$ cat config.mk
export PLATFORM = sky130hd
export DESIGN_NAME = mult_div_unit_flat
export DESIGN_NICKNAME = d
export VERILOG_FILES = /design/src/rtl/mult_div_unit_if.sv /design/src/rtl/mult_div_unit.sv /design/src/flat_wrapper.sv
export SDC_FILE = /design/constraint.sdc
export NUM_CORES = 1
export LEC_CHECK = 0
export CORE_MARGIN = 2
export CORE_UTILIZATION = 50
export DETAILED_ROUTE_END_ITERATION = 10
export GPL_TIMING_DRIVEN = 0
export PLACE_DENSITY = 0.68
export REMOVE_ABC_BUFFERS = 1
export SLEW_MARGIN = 20
export SYNTH_ARGS = -nofsm -noshare
export SYNTH_HDL_FRONTEND = slang
export SYNTH_SLANG_ARGS = --single-unit
export TNS_END_PERCENT = 100
$ cat constraint.sdc
create_clock -name clk_i -period 4.1 [get_ports clk_i]
set_input_delay 1.23 -clock clk_i [delete_from_list [all_inputs] [get_ports clk_i]]
set_output_delay 1.23 -clock clk_i [all_outputs]
set_load 0.1 [all_outputs]
$ cat src/rtl/mult_div_unit_if.sv
// Request/response bundle between the mult/div unit and its issuing stage.
// The master drives the operation request; the slave returns status and the Hi/Lo result.
interface mult_div_unit_if;
    logic        start;
    logic [1:0]  op;
    logic [31:0] operand_a;
    logic [31:0] operand_b;
    logic        busy;
    logic        done;
    logic [31:0] hi;
    logic [31:0] lo;
    logic        div_by_zero;

    modport master (
        output start, op, operand_a, operand_b,
        input  busy, done, hi, lo, div_by_zero
    );

    modport slave (
        input  start, op, operand_a, operand_b,
        output busy, done, hi, lo, div_by_zero
    );
endinterface

$ cat src/rtl/mult_div_unit.sv
// Iterative 32x32 multiply / 32/32 divide unit (signed and unsigned) producing Hi/Lo.
// Works on operand magnitudes for 32 cycles, then applies sign correction in one FIX cycle.
module mult_div_unit (
    input  logic             clk_i,
    input  logic             rst_n_i,
    mult_div_unit_if.slave   bus
);
    typedef enum logic [1:0] {IDLE, CALC, FIX, DONE} state_t;

    state_t      state_q, state_d;
    logic [5:0]  cnt_q, cnt_d;
    logic [63:0] acc_q, acc_d;
    logic [31:0] hi_q, hi_d, lo_q, lo_d;
    logic        dbz_q, dbz_d;
    logic        is_div_q, neg_a_q, neg_b_q;
    logic [31:0] mag_a_q, mag_b_q;

    logic        load;
    logic        in_div, in_signed, in_neg_a, in_neg_b;
    logic [31:0] in_mag_a, in_mag_b;

    logic [32:0] mul_sum;
    logic [63:0] mul_step;
    logic [32:0] div_shift;
    logic [33:0] div_diff;
    logic [63:0] div_step;
    logic        sign_diff;
    logic [63:0] fix_prod;
    logic [31:0] fix_quot, fix_rem;

    // op[1] selects divide, op[0] selects unsigned
    assign in_div    = bus.op[1];
    assign in_signed = ~bus.op[0];
    assign in_neg_a  = in_signed & bus.operand_a[31];
    assign in_neg_b  = in_signed & bus.operand_b[31];
    assign in_mag_a  = in_neg_a ? (32'd0 - bus.operand_a) : bus.operand_a;
    assign in_mag_b  = in_neg_b ? (32'd0 - bus.operand_b) : bus.operand_b;

    // Multiply: acc = {partial, multiplier}; add multiplicand to the top when LSB set, shift right.
    assign mul_sum  = {1'b0, acc_q[63:32]} + {1'b0, (acc_q[0] ? mag_a_q : 32'd0)};
    assign mul_step = {mul_sum, acc_q[31:1]};

    // Restoring divide: acc = {remainder, dividend/quotient}; quotient bits shift in at the LSB.
    assign div_shift = {acc_q[63:32], acc_q[31]};
    assign div_diff  = {1'b0, div_shift} - {2'b00, mag_b_q};
    assign div_step  = div_diff[33] ? {div_shift[31:0], acc_q[30:0], 1'b0}
                                    : {div_diff[31:0],  acc_q[30:0], 1'b1};

    // Remainder follows the dividend's sign; quotient/product follow the sign difference.
    assign sign_diff = neg_a_q ^ neg_b_q;
    assign fix_prod  = sign_diff ? (64'd0 - acc_q) : acc_q;
    assign fix_quot  = sign_diff ? (32'd0 - acc_q[31:0]) : acc_q[31:0];
    assign fix_rem   = neg_a_q ? (32'd0 - acc_q[63:32]) : acc_q[63:32];

    always_comb begin
        state_d = state_q;
        cnt_d   = cnt_q;
        acc_d   = acc_q;
        hi_d    = hi_q;
        lo_d    = lo_q;
        dbz_d   = 1'b0;
        load    = 1'b0;
        unique case (state_q)
            IDLE: begin
                if (bus.start) begin
                    load  = 1'b1;
                    cnt_d = 6'd0;
                    acc_d = {32'd0, (in_div ? in_mag_a : in_mag_b)};
                    if (in_div && (bus.operand_b == 32'd0)) begin
                        hi_d    = bus.operand_a;
                        lo_d    = 32'hFFFF_FFFF;
                        dbz_d   = 1'b1;
                        state_d = DONE;
                    end else begin
                        state_d = CALC;
                    end
                end
            end
            CALC: begin
                acc_d = is_div_q ? div_step : mul_step;
                cnt_d = cnt_q + 6'd1;
                if (cnt_q == 6'd31) begin
                    state_d = FIX;
                end
            end
            FIX: begin
                hi_d    = is_div_q ? fix_rem  : fix_prod[63:32];
                lo_d    = is_div_q ? fix_quot : fix_prod[31:0];
                state_d = DONE;
            end
            DONE: begin
                state_d = IDLE;
            end
            default: state_d = IDLE;
        endcase
    end

    always_ff @(posedge clk_i or negedge rst_n_i) begin
        if (!rst_n_i) begin
            state_q <= IDLE;
            cnt_q   <= 6'd0;
            acc_q   <= 64'd0;
            hi_q    <= 32'd0;
            lo_q    <= 32'd0;
            dbz_q   <= 1'b0;
        end else begin
            state_q <= state_d;
            cnt_q   <= cnt_d;
            acc_q   <= acc_d;
            hi_q    <= hi_d;
            lo_q    <= lo_d;
            dbz_q   <= dbz_d;
        end
    end

    // Operation context captured once at Start; bus changes afterwards are ignored.
    always_ff @(posedge clk_i or negedge rst_n_i) begin
        if (!rst_n_i) begin
            is_div_q <= 1'b0;
            neg_a_q  <= 1'b0;
            neg_b_q  <= 1'b0;
            mag_a_q  <= 32'd0;
            mag_b_q  <= 32'd0;
        end else if (load) begin
            is_div_q <= in_div;
            neg_a_q  <= in_neg_a;
            neg_b_q  <= in_neg_b;
            mag_a_q  <= in_mag_a;
            mag_b_q  <= in_mag_b;
        end
    end

    assign bus.busy        = (state_q != IDLE);
    assign bus.done        = (state_q == DONE);
    assign bus.hi          = hi_q;
    assign bus.lo          = lo_q;
    assign bus.div_by_zero = dbz_q;
endmodule

$ cat src/flat_wrapper.sv
// flat-port wrapper written by rule: the top's interface ports become plain ports
module mult_div_unit_flat 
  (clk_i, rst_n_i, bus_start, bus_op, bus_operand_a, bus_operand_b, bus_busy, bus_done, bus_hi, bus_lo, bus_div_by_zero);
  mult_div_unit_if bus_i ();
  input  logic clk_i;
  input  logic rst_n_i;
  input wire logic [$bits(bus_i.start)-1:0] bus_start;
  input wire logic [$bits(bus_i.op)-1:0] bus_op;
  input wire logic [$bits(bus_i.operand_a)-1:0] bus_operand_a;
  input wire logic [$bits(bus_i.operand_b)-1:0] bus_operand_b;
  output wire logic [$bits(bus_i.busy)-1:0] bus_busy;
  output wire logic [$bits(bus_i.done)-1:0] bus_done;
  output wire logic [$bits(bus_i.hi)-1:0] bus_hi;
  output wire logic [$bits(bus_i.lo)-1:0] bus_lo;
  output wire logic [$bits(bus_i.div_by_zero)-1:0] bus_div_by_zero;
  assign bus_i.start = bus_start;
  assign bus_i.op = bus_op;
  assign bus_i.operand_a = bus_operand_a;
  assign bus_i.operand_b = bus_operand_b;
  assign bus_busy = bus_i.busy;
  assign bus_done = bus_i.done;
  assign bus_hi = bus_i.hi;
  assign bus_lo = bus_i.lo;
  assign bus_div_by_zero = bus_i.div_by_zero;
  mult_div_unit u_core (.clk_i(clk_i), .rst_n_i(rst_n_i), .bus(bus_i));
endmodule
* After elaboration in Yosys (flattened, before gate mapping) *
Index checks and enable logic that the tools add are counted.

operators by class
  reductions and logical operators = 9
  eq/ne operators = 7
  $add $sub $neg = 8
  mux-type cells = 30
  bitwise logic cells = 4

operator list
  operator                                             number
  two-way mux 32 bit                                   12
  two-way mux 64 bit                                   4
  one-hot mux 32 bit (2 select lines)                  2
  one-hot mux 64 bit (2 select lines)                  1
  subtractor 1 x 32 -> 32 bit, first input constant    4
  subtractor 1 x 64 -> 64 bit, first input constant    1
  subtractor 33 x 32 -> 34 bit                         1
  adder 32 x 32 -> 33 bit                              1
  zero test 32 bit                                     1
  one-hot mux 6 bit (2 select lines)                   1
  one-hot mux 2 bit (4 select lines)                   1
  adder 6 x 1 -> 6 bit, second input constant          1
  equality test 6 x 5 -> 1 bit, second input constant  1
  two-way mux 2 bit                                    3
  two-way mux 6 bit                                    1
  nonzero test 2 bit                                   3
  two-way mux 1 bit                                    5
  equality test 2 bit, second input constant           2
  != test 2 x 1 -> 1 bit, second input constant        2
  AND reduction 2 bit                                  2
  AND reduction 3 bit                                  1
  AND 1 bit                                            2
  equality test 2 x 1 -> 1 bit, second input constant  1
  zero test 2 bit                                      1
  4 further kinds                                      4

storage, ports and cells
  input port bits = 69
  output and inout bits = 67
  word-level logic and storage cells = 69
  bits in registers = 204

* Depth between registers and ports, before layout *
Gate-level depths: netlist of the first run.

  depth after elaboration = 6
  depth in mapped cells = 15

* Least setup slack after synthesis of the first run *
No wires, ideal clock.

  path type = register to register
  start = register u_core.acc_q[0]
  end = register u_core.acc_q[61]
  data arrival time = 3.325 ns
  stages on the path, launching flop included = 16
  slack = 0.638 ns
  period minus slack after synthesis = 3.462 ns
  data required time = 3.963 ns
  path buffers = 2
  setup time = 0.137 ns
  path through = dfrtp_1 > clkbuf_1 > clkbuf_1 > and2_1 > ha_1 > inv_1 > fa_1 > nor2b_1 > o31a_1 > o211ai_1 > a2111oi_0 > o211ai_1 > a211o_1 > a21o_1 > a211oi_1 > o211ai_1

between the ends
  word-level cells in the longest chain between the ends = 4

ends and longest elaborated chain
  element                              line                  text
  from (decl)                          mult_div_unit.sv:12   logic [63:0] acc_q, acc_d;
  from (signal assigned)               mult_div_unit.sv:102  acc_q <= 64'd0;
  from (signal assigned)               mult_div_unit.sv:109  acc_q <= acc_d;
  two-way mux 32 bit                   mult_div_unit.sv:40   assign mul_sum = {1'b0, acc_q[63:32]} + {1'b0, (acc_q[0] ? mag_a_q : 32'd0)};
  adder 32 x 32 -> 33 bit              mult_div_unit.sv:40
  two-way mux 64 bit                   mult_div_unit.sv:80   acc_d = is_div_q ? div_step : mul_step;
  one-hot mux 64 bit (2 select lines)  mult_div_unit.sv:63   unique case (state_q)

Every way passes these cells.
A chain may end at the register's enable or synchronous reset.

* Worst setup path in the final report of the first run *
  start = input bus_operand_a[16]
  end = register u_core.acc_q[28]

between the ends
  word-level cells in the longest chain between the ends = 5

ends and longest elaborated chain
  element                              line                 text
  from (decl)                          flat_wrapper.sv:9    input wire logic [$bits(bus_i.operand_a)-1:0] bus_operand_a;
  subtractor 1 x 32 -> 32 bit          mult_div_unit.sv:36  assign in_mag_a = in_neg_a ? (32'd0 - bus.operand_a) : bus.operand_a;
  two-way mux 32 bit                   mult_div_unit.sv:36
  two-way mux 32 bit                   mult_div_unit.sv:68  acc_d = {32'd0, (in_div ? in_mag_a : in_mag_b)};
  two-way mux 64 bit                   mult_div_unit.sv:65  if (bus.start) begin
  one-hot mux 64 bit (2 select lines)  mult_div_unit.sv:63

Every way passes these cells. The select of a mux whose other input is x is not followed.

==> results by group, run 1 <==
Yosys
  • Syn Std Cell Area: 0.0161 mm2
  • Register area share after synthesis: 0.316
  • Syn Inst Count: 2026
  • Syn avg cell area: 7.96 um2
  • Netlist cell types: 82
  • Asr flop ratio synth: 1.00
  • Synth Flop Type: dfrtp_1
  • Number of enable flip-flop cells after synthesis: 0
  • Number of synthesized register bits: 204
  • Ys Warns: 0

Worst setup path
  • Critical Path Start Type: primary input
  • Worst Path Required: between 4 and 5 ns
  • Critical path capture point type: flip-flop
  • WS Path Type: primary input to flip-flop
  • Top delay family on crit path: simple AND/OR/NAND/NOR gates
  • CP arrival: approximately 4.5 ns
  • Crit path cell chain: clkdlybuf4s50_1 -> or4_1 -> nor3_1 -> nand4bb_1 -> nor3_1 -> a21oi_1 -> xnor2_1 -> a21oi_1 -> o21ai_0 -> a21oi_1
  • WP depth: 10
  • Most used cell, CP: a21oi_1
  • CP bufs+invs: 1
  • Slowest CP cell: or4_1
  • Worst-case reg-to-reg path depth: 10
  • Maximum fanout along the worst path: 5
  • Max incr delay on CP: 0.63 ns

Timing
  • Fmax: 248 MHz
  • Skew final: 0.0142 ns
  • Final Setup Violations: 0
  • Max Slew Vio Count: 0
  • Final Hold Vio Count: 0
  • Slew HR: 0.310
  • Final WS setup: 0.0621 ns
  • Worst Max-Slew Pin Slew: 1.03 ns
  • Crit path time final: ~4.0 ns
  • Setup TNS: 0 ns
  • Unrepaired setup endpoints after global routing: false
  • Tcrit/Tclk final: 0.985

Die
  • Die X-Extent: 184 um
  • Row cnt: 65
  • Core box area: 0.0316 mm2
  • Ports: 136
  • Die height: 184 um
  • Die area: 0.0337 mm2
  • Starting density of the core: 0.510

Power and ir drop
  • Static Leak: slightly below 0.008 uW
  • Clock power share: 0.128
  • Psw: 9640 uW
  • Max VDD drop: 0.633 mV
  • Power density of the placed cells: 950 mW/mm2
  • Comb power frac: 0.651
  • Total Power: 18000 uW
  • Register share of total power: 0.221
  • Pint: 8310 uW
  • Switching part of the total: 0.537

Final layout
  • Commonest non-fill, non-tap cell in the layout: nand2_1
  • ANT cells: 0
  • Layout cells sized above 1: 0.0677
  • Area Growth Syn to Fin: 17.1%
  • Most frequent cells in the layout: nand2_1, dfrtp_1, a21oi_1
  • # nets final: 2226

Clocking
  • Worst-Skew Late Latency: 0.55 ns
  • H-tree depth: 1
  • TritonCTS Sinks: 204
  • Clock Root Buffer: clkbuf_16
  • Hold buffers post-CTS: 0
  • Number of CTS-inserted buffers: 25
  • Clk buf depth: 3
  • Clock-pin slew on the worst setup and hold paths: 0.06 ns
  • CTS tree: done

Global routing
  • Total grt overflow: 0
  • Initial antenna violation count: 0
  • Largest net degree at the start of global routing: 76
  • Vias in the first global route: around 15000
  • First-pass GRT wire length: about 86000 um
  • Total Routing Usage GR: 0.328

Drt
  • Detailed-route DRC error count: 0
  • Routed wire length: 55800 um
  • Final ANT Viol Nets: 0
  • Drt wl/cell: between 20 and 25 um
  • DRT iter0 DRCs: 1558
  • Via density: 6.36
  • Drt pass-1 iters: 8
  • Routed vias: 15900

Run
  • Max-cap viol count: 0

Worst hold path
  • Min-Delay Path Class: flip-flop to flip-flop
  • Hold path depth: 2

Placement
  • Place WS: -0.888 ns
  • DP Wirelength: 41300 um
  • # port buffers: approximately 140
  • Routability congestion estimate: 0.946

Status
  • Status: completed
==> metrics by stage <==
| step | util | hold WS (ns) | std cells | instance area (um2) |
|---|---|---|---|---|
| 6_report | 0.597 | 0.473 | 2501 | 18900 |
| 3_3_place_gp | 0.551 | 0.457 | 2434 | 17400 |
| 2_1_floorplan | - | 0.442 | 1897 | 15600 |
| 5_1_grt | 0.597 | 0.493 | 2501 | 18900 |
| 3_5_place_dp | 0.566 | 0.464 | 2451 | 17900 |
| 4_1_cts | 0.594 | 0.478 | 2497 | 18800 |
==> area by class of cell <==
type | count | area (um2)
clock buffer | 33 | 696
timing repair buffer | 157 | 1780
clock inverter | 11 | 133
sequential | 204 | 5110
tap | 402 | 503
inverter | 80 | 300
multi-input combinational | 1614 | 10400
fill | 2822 | 12700
==> synthesized netlist by cell type, types with 22 or more instances <==
library cell | n | share of area
nand2_1 | 225 | 0.052
dfrtp_1 | 204 | 0.32
a21oi_1 | 201 | 0.062
o21ai_0 | 194 | 0.060
nor2_1 | 182 | 0.042
clkbuf_1 | 99 | 0.023
xnor2_1 | 97 | 0.053
inv_1 | 79 | 0.018
ha_1 | 73 | 0.057
xor2_1 | 70 | 0.038
and2_1 | 41 | 0.016
nor3_1 | 40 | 0.012
a211oi_1 | 37 | 0.017
a31oi_1 | 36 | 0.014
mux2i_1 | 36 | 0.022
a21o_1 | 35 | 0.016
nand3_1 | 31 | 0.0096
nor4_1 | 22 | 0.0085
==> power groups by stage <==
| stage | combinational, uW | clock, uW | sequential [uW] |
|---|---|---|---|
| 2_1_floorplan | 6340 | 0 | 5550 |
| 3_3_place_gp | 10900 | 0 | 4010 |
| 3_5_place_dp | 11400 | 0 | 3970 |
| 4_1_cts | 11500 | 2330 | 3940 |
| 5_1_grt | 12700 | 2410 | 4060 |
| 6_report | 11700 | 2300 | 3960 |
==> cells by family after synthesis <==
family | after synthesis | share of synthesized area
xor gates and xnor gates | 167 | 0.0907
muxes | 57 | 0.0370
DFF | 204 | 0.316
adders and majority gates | 75 | 0.0591
AOI/OAI and AO/OA | 665 | 0.253
and+or+nand+nor | 649 | 0.192
buffers and inverters | 209 | 0.0523
==> worst register-to-register path, stage by stage (launching register included) <==
cell,delay [ns]
dfrtp_4,0.60
inv_1,0.13
ha_1,0.17
nor3b_1,0.40
nand2_1,0.32
or3_1,0.60
nor2_2,0.56
a311oi_1,0.20
or3_1,0.36
a31oi_1,0.32
o21ai_1,0.10
==> metal layers <==
layer | routed length [um] | GRT usage
met1 | 24300 | 0.455
met2 | 24600 | 0.515
met3 | 4090 | 0.0412
met4 | 2790 | 0.142
met5 | 0 | 0
==> flip-flops by register name, indices dropped and copies added, names as in the netlist, 2 cells and up <==
name / count
u_core.bus.hi: 32
u_core.acc_q: 64
u_core.bus.lo: 32
u_core.mag_a_q: 32
u_core.mag_b_q: 32
u_core.state_q: 2
u_core.cnt_q: 6
==> path summary, 6_finish.rpt <==
check / slack (ns) / end / start
min reg2reg: 0.47 / u_core.mag_a_q[23] / u_core.mag_a_q[23]
max in group asynchronous: 2.28 / u_core.acc_q[0] / rst_n_i
min in group asynchronous: 0.67 / u_core.mag_b_q[6] / rst_n_i
min: 0.47 / u_core.mag_a_q[23] / u_core.mag_a_q[23]
max: 0.06 / u_core.acc_q[28] / bus_operand_a[16]
max reg2reg: 0.22 / u_core.bus.hi[4] / u_core.acc_q[0]
==> timing repair <==
item                       4_1_cts  5_1_grt
gates resized for setup         11       10
setup buffers                    1        4
pin swaps                        1        2
cloned                           1        0
setup endpoints to repair       78       55
Power figures use the tool's default switching activity.
==> run 2, diff against run 1 <==
--- a/constraint.sdc
+++ b/constraint.sdc
@@ -3,2 +3,2 @@
 set_output_delay 1.23 -clock clk_i [all_outputs]
-set_load 0.1 [all_outputs]
+set_load 0.05 [all_outputs]
==> run 2 against run 1 <==
Non-clock buffer count stayed put. Utilization hardly changed. Highest routed layer unchanged. Total power is 5.8% lower. Register-to-register slack better by 0.02 ns. Clock-buffer cell count stayed put. Flip-flop and latch count stayed put. Worst setup slack better by 0.018 ns. First-iteration DRC count is 9.8% lower.
==> results by group, run 2 (synthesis results as in run 1) <==
Die
  • Die area: about 0.034 mm2
  • Die height: 184 um
  • Core box area: 0.0316 mm2
  • Die X-Extent: 184 um
  • Row cnt: between 60 and 70
  • Starting density of the core: 0.510
  • Ports: roughly 140

Power and ir drop
  • Static Leak: 0.00786 uW
  • Max VDD drop: 0.492 mV
  • Power density of the placed cells: 895 mW/mm2
  • Total Power: 16900 uW

Drt
  • Routed vias: ~16000
  • Drt pass-1 iters: 7
  • Detailed-route DRC error count: 0
  • DRT iter0 DRCs: 1406
  • Drt wl/cell: 22.3 um
  • Routed wire length: 55800 um
  • Final ANT Viol Nets: 0
  • Via density: 6.34

Final layout
  • Largest register by flop count: u_core.acc_q
  • Layout Cells excl Fill: roughly 2500
  • Commonest non-fill, non-tap cell in the layout: nand2_1
  • Layout cells sized above 1: 0.0672
  • Area Growth Syn to Fin: 17.1%
  • ANT cells: 0
  • Max reg flops: 64
  • # nets final: 2226
  • Most frequent cells in the layout: nand2_1, dfrtp_1, a21oi_1

Timing
  • Skew final: 0.0124 ns
  • Slew HR: 0.315
  • Crit path time final: 4.02 ns
  • Final Setup Violations: 0
  • Max Slew Vio Count: 0
  • Unrepaired setup endpoints after global routing: false
  • Worst Max-Slew Pin Slew: 1.03 ns
  • Tcrit/Tclk final: 0.981
  • Setup TNS: 0 ns
  • Fmax: 249 MHz
  • Final Hold Vio Count: 0
  • Hold WS: 0.479 ns

Worst setup path
  • WS Path Type: primary input to flip-flop
  • Critical Path Start Type: primary input
  • Worst Path Required: ~4.5 ns
  • Critical path capture point type: flip-flop
  • Maximum fanout along the worst path: 5
  • CP arrival: ~4.4 ns

Clocking
  • Clock Root Buffer: clkbuf_16
  • Worst-Skew Late Latency: 0.55 ns
  • Hold buffers post-CTS: 0
  • H-tree depth: 1
  • Clk buf depth: 3
  • TritonCTS Sinks: 204
  • CTS tree: done
  • Clock-pin slew on the worst setup and hold paths: ~0.060 ns
  • Number of CTS-inserted buffers: 25

Global routing
  • Total Routing Usage GR: 0.328
  • Vias in the first global route: 14700
  • Initial antenna violation count: 0
  • Largest net degree at the start of global routing: between 70 and 80
  • Total grt overflow: 0
  • First-pass GRT wire length: 85600 um

Run
  • Max-cap viol count: 0

Placement
  • Routability congestion estimate: 0.946
  • Placed cell count: 2451
  • # port buffers: 135
  • DP Wirelength: 41300 um

Status
  • Status: completed

Worst hold path
  • Min-Delay Path Class: flip-flop to flip-flop
run 2: cell count changes in the layout (fill, tap and decap cells not counted), sizes merged:
| cell | before | now |
|---|---|---|
| clkbuf | 34 | 33 |
| dlygate4sd2 | 0 | 1 |
run 2: metal layers:
metal,wire [um],GRT usage,vias to the layer above
met5,0,0,-
met4,2840,0.143,0
met3,4080,0.0406,131
met2,24700,0.514,703
met1,24200,0.455,7629
li1,-,-,7390
run 2: report_power, final:
part | internal [uW] | switching, uW | total [uW]
logic | 4050 | 6590 | 10600
registers | 2890 | 1060 | 3960
clock network | 1370 | 935 | 2310
total | 8320 | 8590 | 16900
run 2: path summary, 6_finish.rpt:
kind                                    from                 to  slack [ns]  depth (start not counted)
setup / recovery           bus_operand_a[16]   u_core.acc_q[28]        0.08                         10
hold / removal              u_core.bus.hi[1]   u_core.bus.hi[1]        0.48                          2
setup reg to reg             u_core.acc_q[0]   u_core.bus.hi[4]        0.24                         10
hold reg to reg             u_core.bus.hi[1]   u_core.bus.hi[1]        0.48                          2
max in group asynchronous            rst_n_i    u_core.acc_q[0]        2.28                          3
min in group asynchronous            rst_n_i  u_core.mag_b_q[6]        0.66                          1
run 2: final cells by class:
class	instances	area, um2
well taps	402	503
repair buffers	157	1780
flip-flops and latches	204	5110
clock buffers	33	696
inverters	80	300
clock inverters	11	133
multi-input cells	1614	10400
fillers	2822	12700
run 2: stage by stage:
stage	worst slack, ns	util	area [um2]
2_1_floorplan	-0.361	-	15600
3_3_place_gp	-7.41	0.551	17400
3_5_place_dp	-0.888	0.566	17900
4_1_cts	0.0179	0.594	18800
5_1_grt	0.000667	0.597	18900
6_report	0.0796	0.597	18900
run 2: timing repair:
| action | in CTS | in global routing |
|---|---|---|
| buffers inserted | 1 | 4 |
| gates cloned | 1 | 0 |
| setup endpoints to repair | 78 | 51 |
| pin swaps | 1 | 2 |
| resized for setup | 12 | 7 |
run 2: critical path, stage by stage:
cell and delay [ns]:
clkdlybuf4s50_1 0.56, or4_1 0.63, nor3_1 0.47, nand4bb_1 0.39, nor3_1 0.34, a21oi_1 0.14, xnor2_1 0.28, a21oi_1 0.12
o21ai_0 0.15, a21oi_1 0.12
